### config.mk
export PLATFORM = sky130hd
export DESIGN_NAME = rr_arb_out_buffer
export DESIGN_NICKNAME = d
export VERILOG_FILES = /design/src/rtl/rr_arb_out_buffer.sv
export SDC_FILE = /design/constraint.sdc
export NUM_CORES = 1
export LEC_CHECK = 0
export ABC_AREA = 0
export CAP_MARGIN = 10
export CELL_PAD_IN_SITES_DETAIL_PLACEMENT = 0
export CELL_PAD_IN_SITES_GLOBAL_PLACEMENT = 1
export CORE_ASPECT_RATIO = 1.1
export CORE_MARGIN = 5
export CORE_UTILIZATION = 43
export DETAILED_ROUTE_END_ITERATION = 7
export PLACE_DENSITY = 0.72
export SLEW_MARGIN = 30
export SYNTH_ARGS = -nofsm -noshare
export SYNTH_HDL_FRONTEND = slang
export SYNTH_SLANG_ARGS = --single-unit
### constraint.sdc
create_clock -name clk -period 6.15 [get_ports clk]
set_clock_uncertainty 0.2 [all_clocks]
set_input_delay 0.615 -clock clk [delete_from_list [all_inputs] [get_ports clk]]
set_output_delay 0.615 -clock clk [all_outputs]
set_load 0.02 [all_outputs]
### src/rtl/rr_arb_out_buffer.sv
// rr_arb_out_buffer
//   Output stage for the round-robin FIFO arbiter. The arbiter streams bytes as
//   dout/valid and cannot be stalled. This block captures that stream into a small
//   first-word-fall-through buffer and re-issues it to the consumer on a valid/ready
//   handshake. Words that arrive while the buffer is full and not being popped are
//   dropped, and the drop is flagged.
//
//   Optional feature: define RR_OUT_DROP_CNT_EN to build the saturating drop counter.
//   When the macro is undefined, drop_cnt is tied to zero and the port list is unchanged.
//
// Ports
//   clk        in   clock, all state on the rising edge
//   rst        in   asynchronous active-high reset
//   in_data    in   arbiter data word
//   in_valid   in   arbiter valid qualifier
//   out_data   out  head-of-buffer word, combinational from storage
//   out_valid  out  head word present (buffer not empty)
//   out_ready  in   consumer accepts the head when out_valid && out_ready
//   count      out  words held, 0..DEPTH
//   full       out  count == DEPTH
//   empty      out  count == 0
//   overflow   out  sticky flag, at least one word dropped
//   clr_ovf    in   synchronous clear of overflow (and of drop_cnt)
//   drop_cnt   out  number of dropped words, saturating at 8'hFF

module rr_arb_out_buffer #(
    parameter int unsigned DATA_W = 8,
    parameter int unsigned DEPTH  = 8,
    parameter int unsigned ADDR_W = 3
) (
    input  logic              clk,
    input  logic              rst,
    input  logic [DATA_W-1:0] in_data,
    input  logic              in_valid,
    output logic [DATA_W-1:0] out_data,
    output logic              out_valid,
    input  logic              out_ready,
    output logic [ADDR_W:0]   count,
    output logic              full,
    output logic              empty,
    output logic              overflow,
    input  logic              clr_ovf,
    output logic [7:0]        drop_cnt
);

    localparam logic [ADDR_W:0] FullCount = (ADDR_W+1)'(DEPTH);

    logic [DATA_W-1:0] mem [DEPTH];
    logic [ADDR_W-1:0] wr_ptr;
    logic [ADDR_W-1:0] rd_ptr;
    logic              push;
    logic              pop;
    logic              drop;

    assign full      = (count == FullCount);
    assign empty     = (count == '0);
    assign out_valid = !empty;
    assign out_data  = mem[rd_ptr];

    // A full buffer still accepts a word when the head leaves in the same cycle.
    assign pop  = out_valid && out_ready;
    assign push = in_valid && (!full || pop);
    assign drop = in_valid && full && !pop;

    // Storage is intentionally not reset; out_data is only meaningful with out_valid.
    always_ff @(posedge clk) begin
        if (push) begin
            mem[wr_ptr] <= in_data;
        end
    end

    // Pointers wrap naturally because DEPTH is a power of two.
    always_ff @(posedge clk or posedge rst) begin
        if (rst) begin
            wr_ptr <= '0;
            rd_ptr <= '0;
            count  <= '0;
        end else begin
            if (push) begin
                wr_ptr <= wr_ptr + ADDR_W'(1);
            end
            if (pop) begin
                rd_ptr <= rd_ptr + ADDR_W'(1);
            end
            unique case ({push, pop})
                2'b10:   count <= count + (ADDR_W+1)'(1);
                2'b01:   count <= count - (ADDR_W+1)'(1);
                default: count <= count;
            endcase
        end
    end

    // A drop in the same cycle as clr_ovf keeps the flag set.
    always_ff @(posedge clk or posedge rst) begin
        if (rst) begin
            overflow <= 1'b0;
        end else if (drop) begin
            overflow <= 1'b1;
        end else if (clr_ovf) begin
            overflow <= 1'b0;
        end
    end

`ifdef RR_OUT_DROP_CNT_EN
    logic [7:0] drop_cnt_q;

    always_ff @(posedge clk or posedge rst) begin
        if (rst) begin
            drop_cnt_q <= 8'h00;
        end else if (drop) begin
            if (clr_ovf) begin
                drop_cnt_q <= 8'h01;
            end else if (drop_cnt_q != 8'hFF) begin
                drop_cnt_q <= drop_cnt_q + 8'd1;
            end
        end else if (clr_ovf) begin
            drop_cnt_q <= 8'h00;
        end
    end

    assign drop_cnt = drop_cnt_q;
`else
    assign drop_cnt = 8'h00;
`endif

endmodule

### After elaboration in Yosys (flattened, before gate mapping)

Memories as Yosys holds them, arrays and structs flattened.
Index checks and enable logic that the tools add are counted.

* RAM bits: 64
* flip-flop bits (word level): 11
* memories: 1
* word-level logic and storage cells: 28
* input port bits: 13

Memories
* mem: depth 8, bits a word 8, rd ports 1, clocked after memory_dff 0, write ports 1, line 48 `logic [DATA_W-1:0] mem [DEPTH];`

* $add $sub $neg: 4
* multiplexer cells: 5
* equal/unequal tests: 3
* reduce and logical (&&, ||, !) cells: 11

Operator list (number)
* case mux 4 bit (2 select lines): 1
* adder 3 x 1 -> 3 bit, second input constant: 2
* adder 4 x 1 -> 4 bit, second input constant: 1
* == test 4 bit, second input constant: 1
* logical AND 1 bit: 4
* logical NOT 4 bit: 1
* two-way mux 1 bit: 4
* nonzero test 2 bit: 2
* subtractor 4 x 1 -> 4 bit, second input constant: 1
* logical NOT 1 bit: 3
* == test 2 x 1 -> 1 bit, second input constant: 1
* == test 2 bit, second input constant: 1
* logical OR 1 bit: 1

### Logic depth before layout (Yosys ltp)

Gate-level depths: netlist of the first run.

* depth after elaboration: 7
* mapped depth: 10
* gate-level depth less buffers: 9

### Worst setup path before layout of the first run

No wires, ideal clock.

* path kind: flip-flop to flip-flop
* start: register count[0]
* end: register count[3]
* stages on the path, launching flop included: 11
* path buffers: 1
* slack: 3.396 ns
* required time: 5.859 ns
* arrival time: 2.462 ns
* path through: dfrtp_1 -> or3_1 -> buf_6 -> nand2b_4 -> nand2_2 -> nor2_1 -> ha_1 -> a211o_2 -> and2_1 -> a221o_1 -> o221ai_1

* cells in the longest elaborated chain, start to end: 7
* elaborated cells on any way between the ends: 13
* classes of those cells: add/sub (2); eq/ne (3); mux (1); reduce/logical (7)

RTL lines
* start: declaration: line 38 `output logic [ADDR_W:0] count,`
* start signal: assignment: line 86 `2'b10: count <= count + (ADDR_W+1)'(1);`
* start signal: assignment: line 87 `2'b01: count <= count - (ADDR_W+1)'(1);`
* start signal: assignment: line 88 `default: count <= count;`
* logical NOT 4 bit (*): line 56 `assign empty = (count == '0);`
* logical NOT 1 bit (*): line 57 `assign out_valid = !empty;`
* via out_valid: line 36 `output logic out_valid,`
* logical AND 1 bit (*): line 61 `assign pop = out_valid && out_ready;`
* logical OR 1 bit: line 62 `assign push = in_valid && (!full || pop);`
* logical AND 1 bit: line 62
* == test 2 x 1 -> 1 bit / == test 2 bit (equally long branches): line 85 `unique case ({push, pop})`
* case mux 4 bit (2 select lines) / nonzero test 2 bit (equally long branches)

The timed path passes the listed nets; every way through them passes the cells marked *.
A chain may end at the register's enable or synchronous reset.

### Worst setup path in the final report of the first run

* start: register rd_ptr[0]
* end: output port out_data[5]

* cells in the longest elaborated chain, start to end: 1

RTL lines
* start: declaration: line 50 `logic [ADDR_W-1:0] rd_ptr;`
* start signal: assignment: line 83 `rd_ptr <= rd_ptr + ADDR_W'(1);`
* memory (8 x 8 bit)
* end: declaration: line 35 `output logic [DATA_W-1:0] out_data,`

No other way between the ends.

==> results of run 1 <==
## worst max-delay path by stage
stage / start / endpoint / slack [ns] / depth (start not counted)
final: rd_ptr[0] / out_data[5] / 2.54 / 3
after global routing: rd_ptr[0] / out_data[5] / 2.43 / 3
after CTS: rd_ptr[0] / out_data[5] / 2.49 / 3
after detailed placement: out_ready / mem[2][1] / 2.79 / 5
after global placement: out_ready / mem[0][1] / 2.69 / 5
after floorplan: count[0] / count[3] / 3.40 / 10
## routing by layer
layer	vias to the layer above	share of wire	global-route usage
met5	-	0	0
met4	0	0.011	0.05411
met3	7	0.041	0.03863
met2	38	0.51	0.2066
met1	799	0.44	0.1571
li1	737	-	-
## power by group through the flow
stage | logic, mW | clock network (mW) | registers (mW)
after floorplan | 0.466 | 0 | 0.704
after global routing | 0.643 | 0.379 | 0.762
after global placement | 0.590 | 0 | 0.755
after CTS | 0.607 | 0.360 | 0.753
final | 0.598 | 0.349 | 0.748
after detailed placement | 0.601 | 0 | 0.763
## metrics by stage
| stage | setup slack, ns | hold WS, ns |
|---|---|---|
| finish | 2.535 | 0.3296 |
| global route | 2.434 | 0.3598 |
| CTS | 2.491 | 0.3282 |
| detailed placement | 2.792 | 0.2996 |
| global placement | 2.690 | 0.3009 |
| floorplan | 3.396 | 0.2674 |
## layout by cell type (no fill, tap or decap), types with 2 or more instances in the layout
cell / instances
xnor2_1: 5
ha_1: 4
mux2_2: 9
dfrtp_1: 11
conb_1: 8
clkbuf_1: 4
nor2_1: 8
clkdlybuf4s50_1: 28
edfxtp_1: 64
nand2_1: 9
mux4_1: 15
or2_2: 2
nand2b_1: 3
inv_1: 6
clkbuf_8: 9
## flip-flops by register name, indices dropped and copies added, names as in the netlist
name	flops
wr_ptr	3
overflow	1
rd_ptr	3
count	4
mem	64
## critical path, cell delays in order, from the launching register on
cell	delay [ns]
dfrtp_1	0.96
mux4_1	0.66
mux2_2	0.29
clkdlybuf4s50_1	0.54
## final cells by class
class | count | area (um^2) | share of cell area
multi-input cells | 87 | 955.9 | 0.2549
flip-flops and latches | 75 | 2197 | 0.5859
inverters | 6 | 22.52 | 0.006006
repair buffers | 29 | 287.8 | 0.07674
clock inverters | 3 | 38.79 | 0.01034
clock buffers | 13 | 138.9 | 0.03704
well taps | 87 | 108.9 | 0.02903
## cell families after synthesis
family | synth area share
buffers and inverters | 0.04552
AOI/OAI and AO/OA | 0.02984
other | 0.001147
adders and majority gates | 0.02142
and+or+nand+nor | 0.04820
DFF | 0.6718
xor gates and xnor gates | 0.01607
muxes | 0.1660
==> results.cfg, run 1 <==
[status]
outcome = completed

[floorplan]
core_area_mm2 = 0.007432
initial_core_util = 0.4401
boundaryPins = 37
die_w_um = 93.16
dieArea_mm2 = 0.009452
fp.dieH_um = 101.5
rows = 33

[hold_path]
hold_class = reg2reg
worstHoldStart = overflow
worstHoldPathCells = 1
hold_end = overflow

[yosys]
ys_warn_count = 0
synthesis.area_mm2 = 0.003271
yosys-top-cells-count = edfxtp_1 (64), mux4_1 (15), dfrtp_1 (11), mux2_2 (9), nand2_1 (9)
ys_types = 40
synthArstFlopShare = 0.1467
synth_edf_count = 64
synth_top_area_cell = edfxtp_1
synthCells = 176
avgSynthCellArea_um2 = 18.58
yosysTopAreaCellShare = 0.5876
synth.most_common_cell = edfxtp_1
synthTopCellsByArea = edfxtp_1 (59%), mux4_1 (12%), dfrtp_1 (8.4%), mux2_2 (3.1%), buf_4 (1.8%)
synth-seq-cells = 75
synth_top_flop_cell = edfxtp_1
synth-seq-area-share = 0.6718

[setup_path]
r2r-end = count[3]
reg2reg_from = count[0]
cp.arrival_ns = 2.80
required_ns = 5.33
path_max_fanout = 18
r2r_setup_slack_ns = 3.26
cp-end-kind = output pin
crit_path_start_kind = register
critical_path_class = reg2out
reg2reg_depth = 9

[sta]
maxSlewViolCount = 0
final.setup.tns_ns = 0
fmaxAchievable_mhz = 276.6
rsz0062_at_grt = no
finalHoldViolCount = 0
tightestPinTransition_ns = 0.9468
post-route-min-period_ns = 3.615
min_period_over_period = 0.5878
slew_headroom = 0.3665
setup_viol = 0

[finish]
nNetsFinal = 226
final_layout_size_suffix_gt1_frac = 0.1502
fillCellCount = 611
stdcell_count = 300
area_growth_syn_to_layout_pct = 14.65
final_cell_area_mm2 = 0.003750
fin_util = 0.5045
diodes = 0

[grt]
antenna_found_initial = 0
grtUsageTotal = 0.1265
gr-total-overflow = 0
grt_max_degree = 19
grt_pass1_wl_um = 8680
grt_pass1_vias = 1690

[placement]
gp_congestion = 0.7161
io_buffers = 28
dpl.hpwl_um = 3736
place_area_mm2 = 0.003572
dp.cells = 284

[clock_network]
cts.repair.resized = 0
cts_tree = done
cts_buffers = 9
clk_path_buf_depth = 2
clock_sinks = 75
clkTransAtPathRegs_ns = 0.07
h-tree-depth = 3
cts_root_buf = clkbuf_8
cts_hold_buf = 0
post_cts_buffers = 0
clock_latency_ns = 0.34

[power]
p_int_mw = 1.163
power.share.clock = 0.206
ir_drop_uv = 210.1
power.total_mw = 1.695
combPwrFrac = 0.353
pwr-share-seq = 0.441
p_sw_mw = 0.5328
switching_share = 0.3143
p_per_area_mw_per_mm2 = 452.1
power.leakage_nw = 1.348

[drt]
wl_um = 5638
initialDrtViolationCount = 48
antenna_left = 0
vias = 1581
drt_pass1_iterations = 4
vias_per_cell = 5.270
drc = 0
wl_per_cell_um = 18.79

[flow_run]
maxCapViolations = 0
No activity file was read; power rests on OpenSTA's default activity.
==> run 2: changes to the inputs <==
==> constraint.sdc (replaced) <==
create_clock -name clk -period 3.6 [get_ports clk]
set_clock_uncertainty 0.2 [all_clocks]
set_input_delay 0.36 -clock clk [delete_from_list [all_inputs] [get_ports clk]]
set_output_delay 0.36 -clock clk [all_outputs]
set_load 0.02 [all_outputs]
==> run 2 against run 1 <==
Critical path depth did not move. Global-route usage rose by 0.46 points. Total power rose by 79%. Via count rose by 0.51%. Clock power rose by 98%. Core utilization rose by 1.3 points.
==> results.cfg, run 2 (same netlist as run 1, synthesis figures left out) <==
[status]
outcome = completed

[sta]
final.setup.tns_ns = 0
post-route-min-period_ns = 2.934
rsz0062_at_grt = no
maxSlewViolCount = 0
postLayoutSetupSlackWorst_ns = 0.6662
fmaxAchievable_mhz = 340.9
finalHoldViolCount = 0
setup_viol = 0
tightestPinTransition_ns = 0.7194
min_period_over_period = 0.8149
slew_headroom = 0.5204

[setup_path]
critPathBufInv = 1
path_max_fanout = 18
required_ns = 3.04
r2r_setup_slack_ns = 0.73
slowest_delay_ns = 0.81
cp_top_family = flip-flops
cpMaxStageDelayCell = dfrtp_1
crit_path_start_kind = register
cp-end-kind = output pin
cp.arrival_ns = 2.37
crit_chain = mux4_1 > mux2_2 > clkdlybuf4s50_1
critical_path_class = reg2out

[finish]
nNetsFinal = 235
final_common_cell = edfxtp_1
largest_reg_flops = 64
seq_area_mm2 = 0.002197
diodes = 0
multi_input_area_um2 = 950.9
reg_top3 = mem: 64 flops, count: 4 flops
regMostFlops = mem
area_growth_syn_to_layout_pct = 17.71
layout_common_cells = edfxtp_1 (64), clkdlybuf4s50_1 (28), mux4_1 (15)
fillCellCount = 595
final_layout_size_suffix_gt1_frac = 0.1937

[clock_network]
h-tree-depth = 3
cts_tree = done
post_cts_buffers = 0
cts_hold_buf = 0
clk_path_buf_depth = 2
cts_buffers = 9
clock_sinks = 75
clock_latency_ns = 0.33
clkTransAtPathRegs_ns = 0.08
cts.repair.resized = 0
cts_root_buf = clkbuf_8

[drt]
wl_per_cell_um = 18.24
wl_um = 5636
antenna_left = 0
drt_pass1_iterations = 4
vias_per_cell = 5.142
initialDrtViolationCount = 62
drc = 0
vias = 1589

[hold_path]
hold_class = in2async

[floorplan]
fp.dieH_um = 101.5
core_area_mm2 = 0.007432
dieArea_mm2 = 0.009452
rows = 33
boundaryPins = 37
initial_core_util = 0.4401
die_w_um = 93.16

[grt]
grtUsageTotal = 0.1311
grtUsageMet1 = 0.1574
antenna_found_initial = 0
grt_busiest_layer = met2
grt_pass1_wl_um = 9114
gr-total-overflow = 0
grt_pass1_vias = 1765
grt_max_degree = 19
met3_usage = 0.04235
use_met2 = 0.2216

[placement]
dpl.hpwl_um = 3843
gp_congestion = 0.7829
io_buffers = 28
post-place-ws_ns = 0.7445

[power]
ir_drop_uv = 310.8
power.leakage_nw = 1.405
p_per_area_mw_per_mm2 = 786.5

[flow_run]
maxCapViolations = 0
[run 2: where the power goes]
group          switching, mW  internal (mW)  leakage, nW
Sequential             0.132           1.10        0.713
Combinational          0.509          0.599        0.591
Clock                  0.300          0.391        0.101
[run 2: cell type report]
type / instances / share of cell area
clock buffer: 10 / 0.03315
clock inverter: 6 / 0.02275
inverter: 6 / 0.005850
multi-input combinational: 87 / 0.2470
sequential: 75 / 0.5707
tap: 87 / 0.02827
timing repair buffer: 38 / 0.09230
[run 2: final timing paths]
| check | start | to | cells after the start |
|---|---|---|---|
| max | rd_ptr[1] | out_data[7] | 3 |
| min | rst | count[2] | 2 |
| max reg2reg | count[0] | count[3] | 9 |
| min reg2reg | overflow | overflow | 1 |
| max in group asynchronous | rst | count[0] | 2 |
| min in group clk | overflow | overflow | 1 |
[run 2: through the flow]
step,instance area (um^2),hold slack [ns],cells,power [mW],utilization
CTS,3850,0.1137,309,3.074,0.5180
floorplan,3297,0.01244,183,1.999,-
finish,3850,0.1265,309,3.028,0.5180
detailed placement,3635,0.3016,293,2.377,0.4891
global placement,3635,0.2979,293,2.341,0.4891
global route,3850,0.1444,309,3.208,0.5180
[run 2: worst register-to-register path, stage by stage (launching register included)]
cell      delay [ns]
dfrtp_1         0.42
or3_1           0.54
nand2b_4        0.22
nand2_2         0.10
nor2_1          0.07
ha_1            0.32
or2_2           0.29
and2_1          0.18
a221o_1         0.35
o221ai_1        0.08
[run 2: metal layers]
metal  wire length, um  part of all wire
met1              2406              0.43
met2              2970              0.53
met3               229             0.041
met4                29            0.0051
met5                 0                 0
==> run 3: changes to the inputs <==
--- a/config.mk
+++ b/config.mk
@@ -13,7 +13,7 @@
 export CORE_MARGIN = 5
 export CORE_UTILIZATION = 43
 export DETAILED_ROUTE_END_ITERATION = 7
-export PLACE_DENSITY = 0.72
+export PLACE_DENSITY = 0.75
 export SLEW_MARGIN = 30
 export SYNTH_ARGS = -nofsm -noshare
 export SYNTH_HDL_FRONTEND = slang
==> constraint.sdc (replaced) <==
create_clock -name clk -period 2.55 [get_ports clk]
set_clock_uncertainty 0.2 [all_clocks]
set_input_delay 0.255 -clock clk [delete_from_list [all_inputs] [get_ports clk]]
set_output_delay 0.255 -clock clk [all_outputs]
set_load 0.02 [all_outputs]
==> run 3 against run 2 <==
Routed wire length down 0.80%. Via count rose by 2.1%. Sequential power rose by 37%. Clock-buffer cell count is 1 lower. Critical path type unchanged. Combinational power rose by 50%. Global-route usage increased by 0.098 points.
==> results.cfg, run 3 (same netlist as run 1, synthesis figures left out) <==
[power]
ir_drop_uv = 524.2
power.total_mw = 4.315
p_per_area_mw_per_mm2 = 1098
power.share.clock = 0.225
power.leakage_nw = 1.483
p_int_mw = 2.964
p_sw_mw = 1.351
switching_share = 0.3130
pwr-share-seq = 0.390
combPwrFrac = 0.385

[floorplan]
core_area_mm2 = 0.007432
die_w_um = 93.16
rows = 33
boundaryPins = 37
dieArea_mm2 = 0.009452
initial_core_util = 0.4401
fp.dieH_um = 101.5

[grt]
grt_pass1_wl_um = 8963
grt_pass1_vias = 1717
antenna_found_initial = 0
gr-total-overflow = 0
grt_max_degree = 17
grtUsageTotal = 0.1320

[clock_network]
cts_buffers = 9
h-tree-depth = 3
cts_root_buf = clkbuf_8
cts_tree = done
clock_latency_ns = 0.33
clkTransAtPathRegs_ns = 0.08
clk_path_buf_depth = 2
clock_sinks = 75

[setup_path]
startpoint = rd_ptr[0]
critical_path_class = reg2out
cp-end-kind = output pin
required_ns = 2.10
reg2reg_from = count[1]
path_max_fanout = 8
cp.arrival_ns = 2.03
crit_path_start_kind = register

[drt]
initialDrtViolationCount = 42
wl_per_cell_um = 17.69
wl_um = 5591
antenna_left = 0
vias_per_cell = 5.136
drt_pass1_iterations = 4
vias = 1623
drc = 0

[flow_run]
maxCapViolations = 0

[finish]
regMostFlops = mem
diodes = 0
nNetsFinal = 243
final_layout_size_suffix_gt1_frac = 0.2620
area_growth_syn_to_layout_pct = 20.20
reg_top3 = mem: 64 flops, count: 4 flops
fin_util = 0.5290
stdcell_count = 316
layout_common_cells = edfxtp_1 (64), clkdlybuf4s50_1 (19), mux4_1 (15), buf_4 (15)
final_common_cell = edfxtp_1
largest_reg_flops = 64

[sta]
maxSlewViolCount = 0
setup_viol = 0
min_period_over_period = 0.9756
finalHoldViolCount = 0
final.setup.tns_ns = 0
whs_ns = 0.03368
post-route-min-period_ns = 2.488
fmaxAchievable_mhz = 402.0
rsz0062_at_grt = yes

[placement]
gp_congestion = 0.7714
io_buffers = 28
dp.cells = 300
dpl.hpwl_um = 3602

[hold_path]
hold_class = in2async

[status]
outcome = completed
==> run 3: stage by stage <==
step / cell area, um^2 / setup slack, ns
2_1_floorplan: 3312 / -0.09175
3_3_place_gp: 3715 / 0.09533
3_5_place_dp: 3715 / 0.06406
4_1_cts: 3923 / 0.01171
5_1_grt: 3931 / -0.02052
6_report: 3931 / 0.06226
==> run 3: power groups by stage <==
stage	combinational, mW	sequential [mW]	clock [mW]
after floorplan	1.14	1.70	0
after global placement	1.73	1.70	0
after detailed placement	1.75	1.71	0
after CTS	1.69	1.68	0.989
after global routing	1.80	1.71	1.04
final	1.66	1.68	0.969
==> run 3: area by class of cell <==
type	count	area, um^2
well taps	87	108.9
repair buffers	46	417.9
clock inverters	6	90.09
fillers	597	3501
multi-input cells	87	968.4
flip-flops and latches	75	2200
inverters	6	22.52
clock buffers	9	123.9
==> run 3: repair_timing <==
action | CTS | global route
buffers inserted | 0 | 1
gates cloned | 0 | 0
hold buffers | 0 | 0
pin swaps | 0 | 0
setup endpoints to repair | 8 | 9
gates resized for setup | 9 | 10
==> run 3: worst max-delay path, cell delays in order, from the launching register on <==
cell,delay (ns)
dfrtp_1,0.38
buf_6,0.16
mux4_1,0.54
mux2_2,0.29
dlygate4sd2_1,0.33
==> run 3: path summary, 6_finish.rpt <==
check / endpoint / slack (ns) / cells past startpoint
max in group asynchronous: count[0] / 1.76 / 2
min in group clk: overflow / 0.32 / 1
worst max-delay path: out_data[3] / 0.06 / 4
worst max register to register: count[3] / 0.09 / 9
worst min register to register: overflow / 0.32 / 1
worst min-delay path: rd_ptr[1] / 0.03 / 2
==> run 3: per-layer routing <==
layer	wire length (um)	GRT usage	vias up
li1	-	-	771
met1	2673	0.1747	820
met2	2645	0.2061	23
met3	148	0.02526	9
met4	124	0.07441	0
met5	0	0	-
